<file path="src/rtl/uart_rx_mmio_if.sv">
//------------------------------------------------------------------------------
// uart_rx_mmio_if : picorv32 native memory bus bundle (CPU = master). Rev 1.0
//------------------------------------------------------------------------------
`default_nettype none

interface uart_rx_mmio_if;
  logic        mem_valid;
  logic [31:0] mem_addr;
  logic [3:0]  mem_wstrb;
  logic [31:0] mem_wdata;
  logic        mem_ready;
  logic [31:0] mem_rdata;

  modport master (
    output mem_valid, mem_addr, mem_wstrb, mem_wdata,
    input  mem_ready, mem_rdata
  );

  modport slave (
    input  mem_valid, mem_addr, mem_wstrb, mem_wdata,
    output mem_ready, mem_rdata
  );
endinterface

`default_nettype wire

</file>
<file path="src/rtl/uart_rx_mmio.sv">
//------------------------------------------------------------------------------
// uart_rx_mmio : 8N1 UART receiver + RX FIFO behind a picorv32 MMIO window.
// Rev 1.0
//------------------------------------------------------------------------------
`default_nettype none

module uart_rx_mmio #(
  parameter int          CLKS_PER_BIT = 434,
  parameter int          FIFO_DEPTH   = 8,
  parameter logic [31:0] BASE_ADDR    = 32'h0200_0000
) (
  input  logic           clk,
  input  logic           reset,
  uart_rx_mmio_if.slave  bus,
  input  logic           rxd,
  output logic           irq
);

  localparam int CW = $clog2(CLKS_PER_BIT);
  localparam int PW = $clog2(FIFO_DEPTH);
  localparam int NW = $clog2(FIFO_DEPTH + 1);
  localparam logic [CW-1:0] HALF_LOAD = CW'(CLKS_PER_BIT / 2 - 1);
  localparam logic [CW-1:0] FULL_LOAD = CW'(CLKS_PER_BIT - 1);
  localparam logic [NW-1:0] DEPTH_N   = NW'(FIFO_DEPTH);

  typedef enum logic [2:0] {
    S_IDLE, S_START, S_DATA, S_STOP, S_WAIT_IDLE
  } rx_state_t;

  rx_state_t     state, state_n;
  logic [CW-1:0] cnt, cnt_n;
  logic [2:0]    idx, idx_n;
  logic [7:0]    shreg, shreg_n;
  logic          push, frame_set;
  logic          rx_meta, rx_s;

  logic [7:0]    fifo_mem [FIFO_DEPTH];
  logic [PW-1:0] rd_ptr, wr_ptr;
  logic [NW-1:0] count;
  logic          overrun, frame_err, irq_en;

  logic          sel, is_read, pop_req, do_pop, do_push, full, not_empty;
  logic          clr_wr, ctrl_wr;
  logic [1:0]    reg_sel;
  logic [31:0]   status_word, read_word;
  logic          unused_bits;

  always_ff @(posedge clk or posedge reset) begin
    if (reset) begin
      rx_meta <= 1'b1;
      rx_s    <= 1'b1;
    end else begin
      rx_meta <= rxd;
      rx_s    <= rx_meta;
    end
  end

  always_comb begin
    state_n   = state;
    cnt_n     = cnt;
    idx_n     = idx;
    shreg_n   = shreg;
    push      = 1'b0;
    frame_set = 1'b0;
    case (state)
      S_IDLE: if (!rx_s) begin
        state_n = S_START;
        cnt_n   = HALF_LOAD;
      end
      S_START: if (cnt == '0) begin
        if (!rx_s) begin
          state_n = S_DATA;
          cnt_n   = FULL_LOAD;
          idx_n   = 3'd0;
        end else begin
          state_n = S_IDLE;
        end
      end else cnt_n = cnt - 1'b1;
      S_DATA: if (cnt == '0) begin
        shreg_n[idx] = rx_s;
        cnt_n        = FULL_LOAD;
        if (idx == 3'd7) state_n = S_STOP;
        else             idx_n   = idx + 3'd1;
      end else cnt_n = cnt - 1'b1;
      S_STOP: if (cnt == '0) begin
        if (rx_s) begin
          push    = 1'b1;
          state_n = S_IDLE;
        end else begin
          frame_set = 1'b1;
          state_n   = S_WAIT_IDLE;
        end
      end else cnt_n = cnt - 1'b1;
      // A held-low line (break) must return high before a new start bit counts.
      S_WAIT_IDLE: if (rx_s) state_n = S_IDLE;
      default: state_n = S_IDLE;
    endcase
  end

  // Blocking re-select while mem_ready is high prevents a second pop per access.
  assign sel       = bus.mem_valid && (bus.mem_addr[31:4] == BASE_ADDR[31:4]) && !bus.mem_ready;
  assign is_read   = (bus.mem_wstrb == 4'b0000);
  assign reg_sel   = bus.mem_addr[3:2];
  assign full      = (count == DEPTH_N);
  assign not_empty = (count != '0);
  assign pop_req   = sel && is_read && (reg_sel == 2'd0);
  assign do_pop    = pop_req && not_empty;
  assign do_push   = push && (!full || do_pop);
  assign clr_wr    = sel && (reg_sel == 2'd1) && bus.mem_wstrb[0];
  assign ctrl_wr   = sel && (reg_sel == 2'd2) && bus.mem_wstrb[0];
  assign unused_bits = ^{bus.mem_addr[1:0], bus.mem_wdata[31:4], bus.mem_wdata[1], bus.mem_wstrb[3:1]};

  assign status_word = {19'd0, 5'(count), 4'd0, frame_err, overrun, full, not_empty};

  always_comb begin
    read_word = 32'd0;
    if (is_read) begin
      case (reg_sel)
        2'd0:    read_word = not_empty ? {24'd0, fifo_mem[rd_ptr]} : 32'hFFFF_FFFF;
        2'd1:    read_word = status_word;
        2'd2:    read_word = {31'd0, irq_en};
        default: read_word = 32'd0;
      endcase
    end
  end

  always_ff @(posedge clk) begin
    if (do_push) fifo_mem[wr_ptr] <= shreg;
  end

  always_ff @(posedge clk or posedge reset) begin
    if (reset) begin
      state         <= S_IDLE;
      cnt           <= '0;
      idx           <= 3'd0;
      shreg         <= 8'd0;
      rd_ptr        <= '0;
      wr_ptr        <= '0;
      count         <= '0;
      overrun       <= 1'b0;
      frame_err     <= 1'b0;
      irq_en        <= 1'b0;
      irq           <= 1'b0;
      bus.mem_ready <= 1'b0;
      bus.mem_rdata <= 32'd0;
    end else begin
      state <= state_n;
      cnt   <= cnt_n;
      idx   <= idx_n;
      shreg <= shreg_n;

      if (do_push) wr_ptr <= wr_ptr + 1'b1;
      if (do_pop)  rd_ptr <= rd_ptr + 1'b1;
      case ({do_push, do_pop})
        2'b10:   count <= count + 1'b1;
        2'b01:   count <= count - 1'b1;
        default: count <= count;
      endcase

      // A new event in the same cycle as a clear wins.
      if (push && full && !do_pop)            overrun <= 1'b1;
      else if (clr_wr && bus.mem_wdata[2])    overrun <= 1'b0;
      if (frame_set)                          frame_err <= 1'b1;
      else if (clr_wr && bus.mem_wdata[3])    frame_err <= 1'b0;
      if (ctrl_wr) irq_en <= bus.mem_wdata[0];

      irq           <= irq_en && not_empty;
      bus.mem_ready <= sel;
      bus.mem_rdata <= sel ? read_word : 32'd0;
    end
  end

endmodule

`default_nettype wire

</file>
<file path="src/flat_wrapper.sv">
// flat-port wrapper written by rule: the top's interface ports become plain ports
module uart_rx_mmio_flat 
#(
  parameter int          CLKS_PER_BIT = 434,
  parameter int          FIFO_DEPTH   = 8,
  parameter logic [31:0] BASE_ADDR    = 32'h0200_0000
)
  (clk, reset, rxd, irq, bus_mem_valid, bus_mem_addr, bus_mem_wstrb, bus_mem_wdata, bus_mem_ready, bus_mem_rdata);
  uart_rx_mmio_if bus_i ();
  input  logic clk;
  input  logic reset;
  input  logic rxd;
  output logic irq;
  input wire logic [$bits(bus_i.mem_valid)-1:0] bus_mem_valid;
  input wire logic [$bits(bus_i.mem_addr)-1:0] bus_mem_addr;
  input wire logic [$bits(bus_i.mem_wstrb)-1:0] bus_mem_wstrb;
  input wire logic [$bits(bus_i.mem_wdata)-1:0] bus_mem_wdata;
  output wire logic [$bits(bus_i.mem_ready)-1:0] bus_mem_ready;
  output wire logic [$bits(bus_i.mem_rdata)-1:0] bus_mem_rdata;
  assign bus_i.mem_valid = bus_mem_valid;
  assign bus_i.mem_addr = bus_mem_addr;
  assign bus_i.mem_wstrb = bus_mem_wstrb;
  assign bus_i.mem_wdata = bus_mem_wdata;
  assign bus_mem_ready = bus_i.mem_ready;
  assign bus_mem_rdata = bus_i.mem_rdata;
  uart_rx_mmio #(.CLKS_PER_BIT(CLKS_PER_BIT), .FIFO_DEPTH(FIFO_DEPTH), .BASE_ADDR(BASE_ADDR)) u_core (.clk(clk), .reset(reset), .bus(bus_i), .rxd(rxd), .irq(irq));
endmodule
</file>
<file path="config.mk">
export PLATFORM = sky130hd
export DESIGN_NAME = uart_rx_mmio_flat
export DESIGN_NICKNAME = d
export VERILOG_FILES = /design/src/rtl/uart_rx_mmio_if.sv /design/src/rtl/uart_rx_mmio.sv /design/src/flat_wrapper.sv
export SDC_FILE = /design/constraint.sdc
export NUM_CORES = 1
export LEC_CHECK = 0
export CAP_MARGIN = 20
export CELL_PAD_IN_SITES_DETAIL_PLACEMENT = 0
export CELL_PAD_IN_SITES_GLOBAL_PLACEMENT = 1
export CORE_MARGIN = 1
export CORE_UTILIZATION = 46
export CTS_BUF_LIST = sky130_fd_sc_hd__clkbuf_4
export CTS_CLUSTER_SIZE = 20
export DETAILED_ROUTE_END_ITERATION = 10
export GPL_ROUTABILITY_DRIVEN = 0
export MAX_ROUTING_LAYER = met4
export PLACE_DENSITY_LB_ADDON = 0.05
export SYNTH_ARGS = -nofsm -noshare
export SYNTH_HDL_FRONTEND = slang
export SYNTH_SLANG_ARGS = --single-unit
</file>
<file path="constraint.sdc">
create_clock -name clk -period 4.5 [get_ports clk]
set_input_delay 1.35 -clock clk [delete_from_list [all_inputs] [get_ports clk]]
set_output_delay 1.35 -clock clk [all_outputs]
set_load 0.02 [all_outputs]
</file>
==> results of run 1 <==
## area by class of cell
type | instances | area, µm²
multi-input cells | 253 | 1910
clock buffers | 18 | 135
inverters | 17 | 63.8
repair buffers | 88 | 866
well taps | 143 | 179
fillers | 952 | 4990
flip-flops and latches | 117 | 3250
clock inverters | 14 | 126
## cells in the final DEF, fill, tap and decap left out, types with 5 or more instances in the layout
| cell | Yosys | final |
|---|---|---|
| edfxtp_1 | 64 | 64 |
| o31ai_1 | 5 | 5 |
| a21oi_1 | 16 | 16 |
| mux2i_1 | 9 | 9 |
| inv_1 | 17 | 16 |
| nor2_1 | 29 | 29 |
| mux2_2 | 12 | 12 |
| clkdlybuf4s50_1 | 0 | 74 |
| nand3_1 | 9 | 9 |
| clkbuf_4 | 0 | 18 |
| nor3_1 | 11 | 11 |
| buf_4 | 19 | 13 |
| nor4_1 | 12 | 12 |
| nand2_1 | 31 | 31 |
| ha_1 | 7 | 7 |
| mux4_2 | 16 | 16 |
| nand4_1 | 5 | 5 |
| nor3b_1 | 5 | 5 |
| o21ai_0 | 16 | 16 |
| or4_1 | 5 | 5 |
| dfrtp_1 | 51 | 51 |
| xnor2_1 | 7 | 7 |
## state kept, by name, summed over array words and instances (netlist names), 3 cells and up
name / flops
u_core.cnt: 9
u_core.bus.mem_rdata: 13
u_core.state: 3
u_core.count: 4
u_core.wr_ptr: 3
u_core.fifo_mem: 64
u_core.rd_ptr: 3
u_core.idx: 3
u_core.shreg: 8
## cells in the mapped netlist, drive strengths merged (2+ instances only)
cell type	number	area, µm²
o211ai	3	22.5
clkbuf	13	48.8
ha	7	87.6
nor4b	3	26.3
a31oi	4	25.0
a221oi	5	50.0
dfstp	2	52.6
a21oi	16	80.1
nand2b	2	12.5
nand4	5	31.3
nand3	9	45.0
mux2i	9	90.1
o21ai	16	80.1
buf	28	191
and2	2	12.5
or3	4	30.0
nor3b	5	37.5
o31ai	5	37.5
inv	17	63.8
and4	2	17.5
nor2	29	109
dfrtp	51	1280
mux2	12	135
nand2	31	116
nand4b	2	17.5
edfxtp	64	1920
xnor2	7	61.3
nor3	12	65.1
mux4	16	360
o22a	2	17.5
nand3b	2	15.0
o21a	3	22.5
nor4	12	75.1
and3	5	36.3
a211oi	3	22.5
or4	6	46.3
## cell families after synthesis
logic type                 after synthesis  share of synthesized area
AOI/OAI and AO/OA                       67                     0.0816
xor gates and xnor gates                 7                     0.0112
adders and majority gates                8                     0.0179
buffers and inverters                   58                     0.0557
DFF                                    117                      0.595
muxes                                   37                      0.107
and+or+nand+nor                        134                      0.131
## where the power goes
part / total, mW / switching (mW) / leakage (nW) / internal, mW
clock network: 0.695 / 0.411 / 0.135 / 0.284
registers: 1.12 / 0.00215 / 1.29 / 1.12
logic: 0.0570 / 0.0219 / 0.952 / 0.0352
total: 1.88 / 0.435 / 2.37 / 1.44
## final timing paths
path | depth (start not counted) | slack [ps] | end | from
hold / removal | 0 | 360 | u_core.rx_s$_DFF_PP1_ | u_core.rx_meta$_DFF_PP1_
hold reg to reg | 0 | 360 | u_core.rx_s$_DFF_PP1_ | u_core.rx_meta$_DFF_PP1_
setup reg to reg | 7 | 1440 | u_core.fifo_mem[1][1]$_DFFE_PP_ | u_core.cnt[0]$_DFFE_PP0P_
min in group asynchronous | 2 | 1260 | u_core.bus.mem_rdata[2]$_DFF_PP0_ | reset
setup / recovery | 11 | 910 | u_core.count[2]$_DFFE_PP0P_ | bus_mem_wstrb[0]
max in group asynchronous | 3 | 2530 | u_core.rx_meta$_DFF_PP1_ | reset
## layer usage
metal | up-vias | GRT usage | wire length (µm)
met1 | 1786 | 0.272 | 5310
li1 | 1736 | - | -
met4 | 0 | 0.0685 | 112
met5 | - | - | 0
met3 | 12 | 0.0536 | 483
met2 | 91 | 0.332 | 5590
## worst reg2reg max path, stage by stage, from the launching register on
cell,delay [ps]
dfrtp_1,450
inv_1,120
ha_1,200
or4b_1,570
nor3_1,690
o211ai_1,310
nor3_1,200
buf_4,220
==> key figures, run 1 <==
Layout
  • Ant. Diodes: 0
  • End-of-flow core utilization: 0.567
  • Final Instance Area: 6530 µm²
  • Non-filler cells, final: 650
  • Nets: 573
  • Layout area overhead: 19.5%
  • Fraction of final layout cells with drive strength greater than 1: 0.166

Clock tree
  • Cts repair resizes: 0
  • Post-CTS Setup Repair Bufs: 0
  • Maximum level of the CTS H-tree: 4
  • Total clock buffers created by CTS: 17
  • Largest buffer count on any clock path: 2
  • Clock sink count: 117
  • # hold bufs at CTS: 0
  • TritonCTS clock tree: yes
  • Insertion delay to the later sink of the worst-skew pair: 520 ps
  • Clock transition at the register clock pins on the worst setup and hold paths after CTS: 100 ps
  • Buffer type at the clock tree root: clkbuf_4

Timing
  • Final period util: 0.798
  • Least-Margin Pin Slew: 804 ps
  • Setup violation total in the final timing report: 0
  • Final count of hold timing violations: 0
  • Sum of negative setup slack: 0 ps
  • Hold slack: 363 ps
  • Worst relative slew slack: 0.464
  • RSZ-0062 raised after global routing: no
  • Max Clock Skew: 21.7 ps
  • Max-slew violation total from the final report: 0
  • Final critical-path required period: 3590 ps
  • Fmax: 278 MHz
  • Final worst setup slack: 909 ps

Place
  • Post-DP HPWL: 8.04 mm
  • Number of placed instances with taps included: 618
  • Number of buffers inserted by port buffering: 74
  • Instance area at placement: 6260 µm²
  • Placement Setup Slack: 388 ps

Setup path
  • Kind of end point of the critical path: register
  • Required arrival time at the worst endpoint: 4890 ps
  • Bufs and invs on worst path: 1
  • Critical Path Fanout Max: 5
  • Kind of start point of the critical path: primary input
  • Arrival time at the worst endpoint: 3980 ps
  • Crit Path Category: in -> reg
  • Delay contributed by the slowest stage of the critical path: 600 ps
  • Cells traversed along the worst timing path: clkdlybuf4s50_1 -> or4_1 -> nor3_1 -> and3_1 -> nand3_1 -> xnor2_1 -> ha_1 -> nor3_1 -> and3_4 -> a221oi_2 -> xnor2_1
  • Largest delay contributor family on the critical path: simple AND/OR/NAND/NOR gates
  • Cell with the biggest individual delay on the critical path: or4_1

Detailed routing
  • Vias per std cell: 5.58
  • Routed vias: 3625
  • Detailed Route Iter0 Violations: 289
  • Wire length after detailed routing: 11.5 mm
  • 1st-pass router iterations: 8
  • Remaining routing DRC violations: 21
  • Routed len/inst: 17.7 µm
  • Number of nets still failing antenna checks after routing: 0

Floorplanning
  • Area enclosed by the die boundary: 12300 µm²
  • Starting utilization of the core area: 0.474
  • DIE WIDTH: 111 µm
  • Placeable core area: 11500 µm²
  • Die Height: 111 µm
  • Std-Cell Rows: 39
  • # IOs: 106

Synthesis
  • Library cells used by synthesis: 58
  • Sequential share of the synthesized area: 0.595
  • Synth Warn #: 0
  • Ys flop type: edfxtp_1
  • Net Count, Synth: 507
  • Syn avg cell area: 12.8 µm²
  • Synth Instances: 428
  • Cell area after technology mapping: 5460 µm²
  • Flops & latches, synth: 117
  • Synth async-reset ratio: 0.453
  • EDFF count, synth: 64

Global route
  • Global-route wire length before repair: 18.9 mm
  • Sum of overflow across all layers after global routing: 0
  • Pin count of the biggest net entering global routing: 33
  • Number of global-route vias before repair: 3592
  • Global-route usage over all layers: 0.212
  • Antenna violations before repair: 0

Worst hold path
  • Type of the most critical hold path: reg -> reg

Power
  • Cell Pwr Density: 288 nW/µm²
  • Overall power of the completed layout: 1.88 mW
  • Leakage power: 2.37 nW
  • VDD IR-drop max: 0.166 mV

Flow run
  • Number of maximum-capacitance constraint violations: 0

Outcome
  • Outcome: finished with violations
  • Violations in the final reports: DRC
Note: power is estimated with default switching activity, not from simulation.
==> run 2, diff against run 1 <==
--- a/config.mk
+++ b/config.mk
@@ -9,7 +9,7 @@
 export CELL_PAD_IN_SITES_DETAIL_PLACEMENT = 0
 export CELL_PAD_IN_SITES_GLOBAL_PLACEMENT = 1
 export CORE_MARGIN = 1
-export CORE_UTILIZATION = 46
+export CORE_UTILIZATION = 39
 export CTS_BUF_LIST = sky130_fd_sc_hd__clkbuf_4
 export CTS_CLUSTER_SIZE = 20
 export DETAILED_ROUTE_END_ITERATION = 10
==> constraint.sdc (replaced) <==
create_clock -name clk -period 3.2 [get_ports clk]
set_input_delay 0.96 -clock clk [delete_from_list [all_inputs] [get_ports clk]]
set_output_delay 0.96 -clock clk [all_outputs]
set_load 0.02 [all_outputs]
==> run 2 against run 1 <==
The run now ends clean; worst setup slack worse by 760 ps; clock power grew 57%; non-clock buffer count grew 23; sequential power increased by 41%; final cell count up 8.6%; largest cell class unchanged; largest power group unchanged.
==> key figures, run 2 (synthesized netlist as in run 1, its figures left out) <==
Global route
  • Grt met2 use: 0.295
  • Busiest layer in global routing: met2
  • Global-route track usage on met3: 0.0519
  • Pin count of the biggest net entering global routing: 28
  • Sum of overflow across all layers after global routing: 0
  • Global-route usage over all layers: 0.184
  • Global-route wire length before repair: 19.4 mm
  • Antenna violations before repair: 0
  • Number of global-route vias before repair: 3662
  • GR Util met1: 0.229

Clock tree
  • Post-CTS Setup Repair Bufs: 0
  • Maximum level of the CTS H-tree: 4
  • TritonCTS clock tree: yes
  • Total clock buffers created by CTS: 17
  • Buffer type at the clock tree root: clkbuf_4
  • Clock sink count: 117
  • Insertion delay to the later sink of the worst-skew pair: 510 ps
  • Largest buffer count on any clock path: 2
  • Clock transition at the register clock pins on the worst setup and hold paths after CTS: 100 ps

Outcome
  • Outcome: completed

Floorplanning
  • # IOs: 106
  • Std-Cell Rows: 42
  • DIE WIDTH: 120 µm
  • Die Height: 120 µm
  • Starting utilization of the core area: 0.406
  • Placeable core area: 13500 µm²
  • Area enclosed by the die boundary: 14500 µm²

Layout
  • Final Instance Area: 6770 µm²
  • Fill cell count: 1216
  • Most common library cell in the layout ignoring fill and taps: clkdlybuf4s50_1
  • Commonest cells after routing, fill and taps aside: clkdlybuf4s50_1 (74), edfxtp_1 (64), dfrtp_1 (51)
  • Layout area overhead: 24.1%
  • Non-filler cells, final: 706
  • Ant. Diodes: 0
  • Fraction of final layout cells with drive strength greater than 1: 0.204
  • Sequential cell area: 3250 µm²
  • Nets: 596
  • Largest registers: u_core.fifo_mem: 64 flops, u_core.bus.mem_rdata: 13 flops, u_core.cnt: 9 flops
  • Number of flip-flops under the largest register name: 64
  • Multi-input logic area: 1920 µm²
  • Largest register by flop count: u_core.fifo_mem

Detailed routing
  • Remaining routing DRC violations: 0
  • Detailed Route Iter0 Violations: 177
  • Routed vias: 3709
  • Number of nets still failing antenna checks after routing: 0
  • Wire length after detailed routing: 12.1 mm
  • Vias per std cell: 5.25
  • Routed len/inst: 17.2 µm
  • 1st-pass router iterations: 4

Setup path
  • Worst setup slack for register-to-register paths: 390 ps
  • Arrival time at the worst endpoint: 3270 ps
  • Kind of end point of the critical path: register
  • Kind of start point of the critical path: primary input
  • Crit Path Category: in -> reg
  • Required arrival time at the worst endpoint: 3420 ps
  • Critical Path Fanout Max: 4

Place
  • Instance area at placement: 6480 µm²
  • Number of buffers inserted by port buffering: 74
  • Post-DP HPWL: 8.89 mm
  • Number of placed instances with taps included: 674

Timing
  • Worst relative slew slack: 0.445
  • Max Clock Skew: 16.7 ps
  • Max-slew violation total from the final report: 0
  • Final critical-path required period: 3050 ps
  • Setup violation total in the final timing report: 0
  • RSZ-0062 raised after global routing: no
  • Final count of hold timing violations: 0
  • Least-Margin Pin Slew: 833 ps
  • Final period util: 0.953
  • Fmax: 328 MHz

Worst hold path
  • Type of the most critical hold path: reg -> reg

Power
  • Leakage power: 2.52 nW
  • Overall power of the completed layout: 2.76 mW
  • VDD IR-drop max: 0.300 mV
  • Cell Pwr Density: 408 nW/µm²

Flow run
  • Number of maximum-capacitance constraint violations: 0
run 2: changes by cell type in the layout (fill, tap and decap cells not counted), moves of 2 or more:
cell	change
nor3_2	+2
inv_6	-4
nor3_1	-2
clkbuf_4	+3
clkinv_4	-2
bufinv_16	+2
buf_4	+23
run 2: worst max-delay path, cell delays in order:
cell and delay, ps:
clkdlybuf4s50_1 420, or4_1 610, nor3_2 180, buf_4 140
nand3_1 100, a311o_2 450, nor2_1 220, buf_4 180
run 2: path summary, 6_finish.rpt:
check                                          start                                 to  cells after the start
max in group asynchronous                      reset  u_core.bus.mem_rdata[3]$_DFF_PP0_                      3
setup / recovery                    bus_mem_wstrb[1]    u_core.fifo_mem[2][0]$_DFFE_PP_                      8
hold / removal              u_core.rx_meta$_DFF_PP1_              u_core.rx_s$_DFF_PP1_                      0
hold reg to reg             u_core.rx_meta$_DFF_PP1_              u_core.rx_s$_DFF_PP1_                      0
setup reg to reg           u_core.cnt[0]$_DFFE_PP0P_        u_core.count[2]$_DFFE_PP0P_                     11
min in group asynchronous                      reset          u_core.cnt[4]$_DFFE_PP0P_                      2
run 2: area by class of cell:
class,instances,area share
multi-input cells,253,0.283
clock buffers,21,0.0233
repair buffers,111,0.152
inverters,17,0.00942
flip-flops and latches,117,0.480
clock inverters,11,0.0199
well taps,176,0.0325
run 2: where the power goes:
part	switching, mW	internal [mW]	leakage, nW	total (mW)
Combinational	0.0327	0.0532	1.08	0.0860
Clock	0.527	0.567	0.156	1.09
Sequential	0.00301	1.58	1.29	1.58
run 2: per-layer routing:
layer / up-vias / share of wire
li1: 1787 / -
met1: 1826 / 0.46
met2: 92 / 0.48
met3: 4 / 0.048
met4: 0 / 0.0068
met5: - / 0
run 2: timing repair:
action | 4_1_cts | 5_1_grt
endpoints found under the setup margin | 0 | 6
hold buffers | 0 | 0
resized for setup | 0 | 1
hold endpoints to repair | 0 | 0
run 2: metrics by stage:
| stage | setup slack (ps) | TNS, ps | hold WS [ps] | utilization |
|---|---|---|---|---|
| after floorplan | -77.7 | -2250 | 345 | - |
| after global placement | -447 | -24030 | 347 | 0.481 |
| after detailed placement | -439 | -23950 | 350 | 0.481 |
| after CTS | 118 | 0 | 366 | 0.503 |
| after global routing | 74.6 | 0 | 370 | 0.504 |
| final | 152 | 0 | 364 | 0.504 |
==> run 3, diff against run 2 <==
--- a/config.mk
+++ b/config.mk
@@ -16,6 +16,7 @@
 export GPL_ROUTABILITY_DRIVEN = 0
 export MAX_ROUTING_LAYER = met4
 export PLACE_DENSITY_LB_ADDON = 0.05
+export REMOVE_ABC_BUFFERS = 1
 export SYNTH_ARGS = -nofsm -noshare
 export SYNTH_HDL_FRONTEND = slang
 export SYNTH_SLANG_ARGS = --single-unit
==> run 3 against run 2 <==
Die area unchanged; clock skew decreased by 9.2 ps; utilization decreased by 0.16 points; worst setup slack got worse by 3.9 ps; largest cell class unchanged.
==> key figures, run 3 (synthesized netlist as in run 1, its figures left out) <==
Floorplanning
  • # IOs: 106
  • Std-Cell Rows: 42
  • Starting utilization of the core area: 0.406
  • DIE WIDTH: 120 µm
  • Placeable core area: 13500 µm²
  • Area enclosed by the die boundary: 14500 µm²
  • Die Height: 120 µm

Setup path
  • Arrival time at the worst endpoint: 3300 ps
  • Worst setup slack for register-to-register paths: 420 ps
  • Kind of start point of the critical path: primary input
  • Kind of end point of the critical path: register
  • Critical Path Fanout Max: 4
  • Required arrival time at the worst endpoint: 3450 ps
  • Crit Path Category: in -> reg

Timing
  • Final critical-path required period: 3050 ps
  • Max Clock Skew: 7.50 ps
  • Fmax: 328 MHz
  • RSZ-0062 raised after global routing: no
  • Final period util: 0.954
  • Setup violation total in the final timing report: 0
  • Final count of hold timing violations: 0
  • Max-slew violation total from the final report: 0
  • Least-Margin Pin Slew: 809 ps
  • Sum of negative setup slack: 0 ps
  • Worst relative slew slack: 0.461

Place
  • Number of buffers inserted by port buffering: 74
  • Instance area at placement: 6430 µm²
  • Post-DP HPWL: 8.67 mm

Detailed routing
  • Detailed Route Iter0 Violations: 204
  • Vias per std cell: 5.27
  • Wire length after detailed routing: 12.3 mm
  • Number of nets still failing antenna checks after routing: 0
  • Routed len/inst: 17.5 µm
  • Remaining routing DRC violations: 0
  • 1st-pass router iterations: 4
  • Routed vias: 3701

Clock tree
  • # hold bufs at CTS: 0
  • Cts repair resizes: 0
  • Post-CTS Setup Repair Bufs: 0
  • Clock transition at the register clock pins on the worst setup and hold paths after CTS: 110 ps
  • Largest buffer count on any clock path: 2
  • Total clock buffers created by CTS: 17
  • Maximum level of the CTS H-tree: 4
  • Buffer type at the clock tree root: clkbuf_4
  • Clock sink count: 117
  • TritonCTS clock tree: yes
  • Insertion delay to the later sink of the worst-skew pair: 520 ps

Layout
  • Layout area overhead: 23.7%
  • Largest registers: u_core.fifo_mem: 64 flops, u_core.bus.mem_rdata: 13 flops, u_core.cnt: 9 flops
  • Nets: 592
  • Number of flip-flops under the largest register name: 64
  • Final Instance Area: 6750 µm²
  • End-of-flow core utilization: 0.502
  • Most common library cell in the layout ignoring fill and taps: clkdlybuf4s50_1
  • Fraction of final layout cells with drive strength greater than 1: 0.196
  • Largest register by flop count: u_core.fifo_mem
  • Fill cell count: 1238
  • Sequential cell area: 3250 µm²
  • Multi-input logic area: 1910 µm²
  • Ant. Diodes: 0
  • Commonest cells after routing, fill and taps aside: clkdlybuf4s50_1 (74), edfxtp_1 (64), dfrtp_1 (51)

Power
  • Leakage power: 2.50 nW
  • Overall power of the completed layout: 2.89 mW
  • Cell Pwr Density: 428 nW/µm²
  • VDD IR-drop max: 0.207 mV

Global route
  • Pin count of the biggest net entering global routing: 21
  • Number of global-route vias before repair: 3741
  • Sum of overflow across all layers after global routing: 0
  • Global-route wire length before repair: 20.0 mm
  • Antenna violations before repair: 0
  • Global-route usage over all layers: 0.192

Flow run
  • Number of maximum-capacitance constraint violations: 0

Worst hold path
  • Type of the most critical hold path: reg -> reg

Outcome
  • Outcome: completed
-- run 3: worst paths after layout --
path / start / end / depth (start not counted)
max in group asynchronous: reset / u_core.wr_ptr[2]$_DFFE_PP0P_ / 3
min: u_core.rx_meta$_DFF_PP1_ / u_core.rx_s$_DFF_PP1_ / 0
min in group asynchronous: reset / u_core.shreg[4]$_DFFE_PP0P_ / 2
max reg2reg: u_core.cnt[0]$_DFFE_PP0P_ / u_core.count[2]$_DFFE_PP0P_ / 11
max: bus_mem_wstrb[0] / u_core.fifo_mem[2][0]$_DFFE_PP_ / 8
min reg2reg: u_core.rx_meta$_DFF_PP1_ / u_core.rx_s$_DFF_PP1_ / 0
-- run 3: worst max-delay path, cell delays in order --
cell and delay (ps):
clkdlybuf4s50_1 420, or4_1 570, nor3_1 230, buf_4 160, nand3_1 110, a311o_2 450
nor2_1 210, buf_4 190
-- run 3: per-layer routing --
metal	up-vias	share of wire	wire (µm)	track usage
met5	-	0	0	-
met4	0	0.012	143	0.0733
met3	11	0.048	593	0.0439
met2	103	0.47	5740	0.293
met1	1815	0.47	5820	0.250
li1	1772	-	-	-
-- run 3: power breakdown --
| part | switching, mW | total [mW] | internal, mW |
|---|---|---|---|
| registers | 0.000619 | 1.58 | 1.58 |
| logic | 0.0352 | 0.0880 | 0.0528 |
| clock network | 0.584 | 1.22 | 0.637 |
-- run 3: through the flow --
step | setup slack [ps] | instances | hold WS [ps]
floorplan | -430 | 387 | 345
detailed placement | -384 | 670 | 349
global placement | -397 | 670 | 349
global route | 4.12 | 702 | 365
CTS | 194 | 702 | 365
finish | 148 | 702 | 367
-- run 3: layout make-up --
type | instances | share of cell area
Inverter | 17 | 0.00945
Tap cell | 176 | 0.0326
Timing Repair Buffer | 107 | 0.146
Sequential cell | 117 | 0.481
Clock inverter | 13 | 0.0269
Clock buffer | 19 | 0.0211
Multi-Input combinational cell | 253 | 0.282
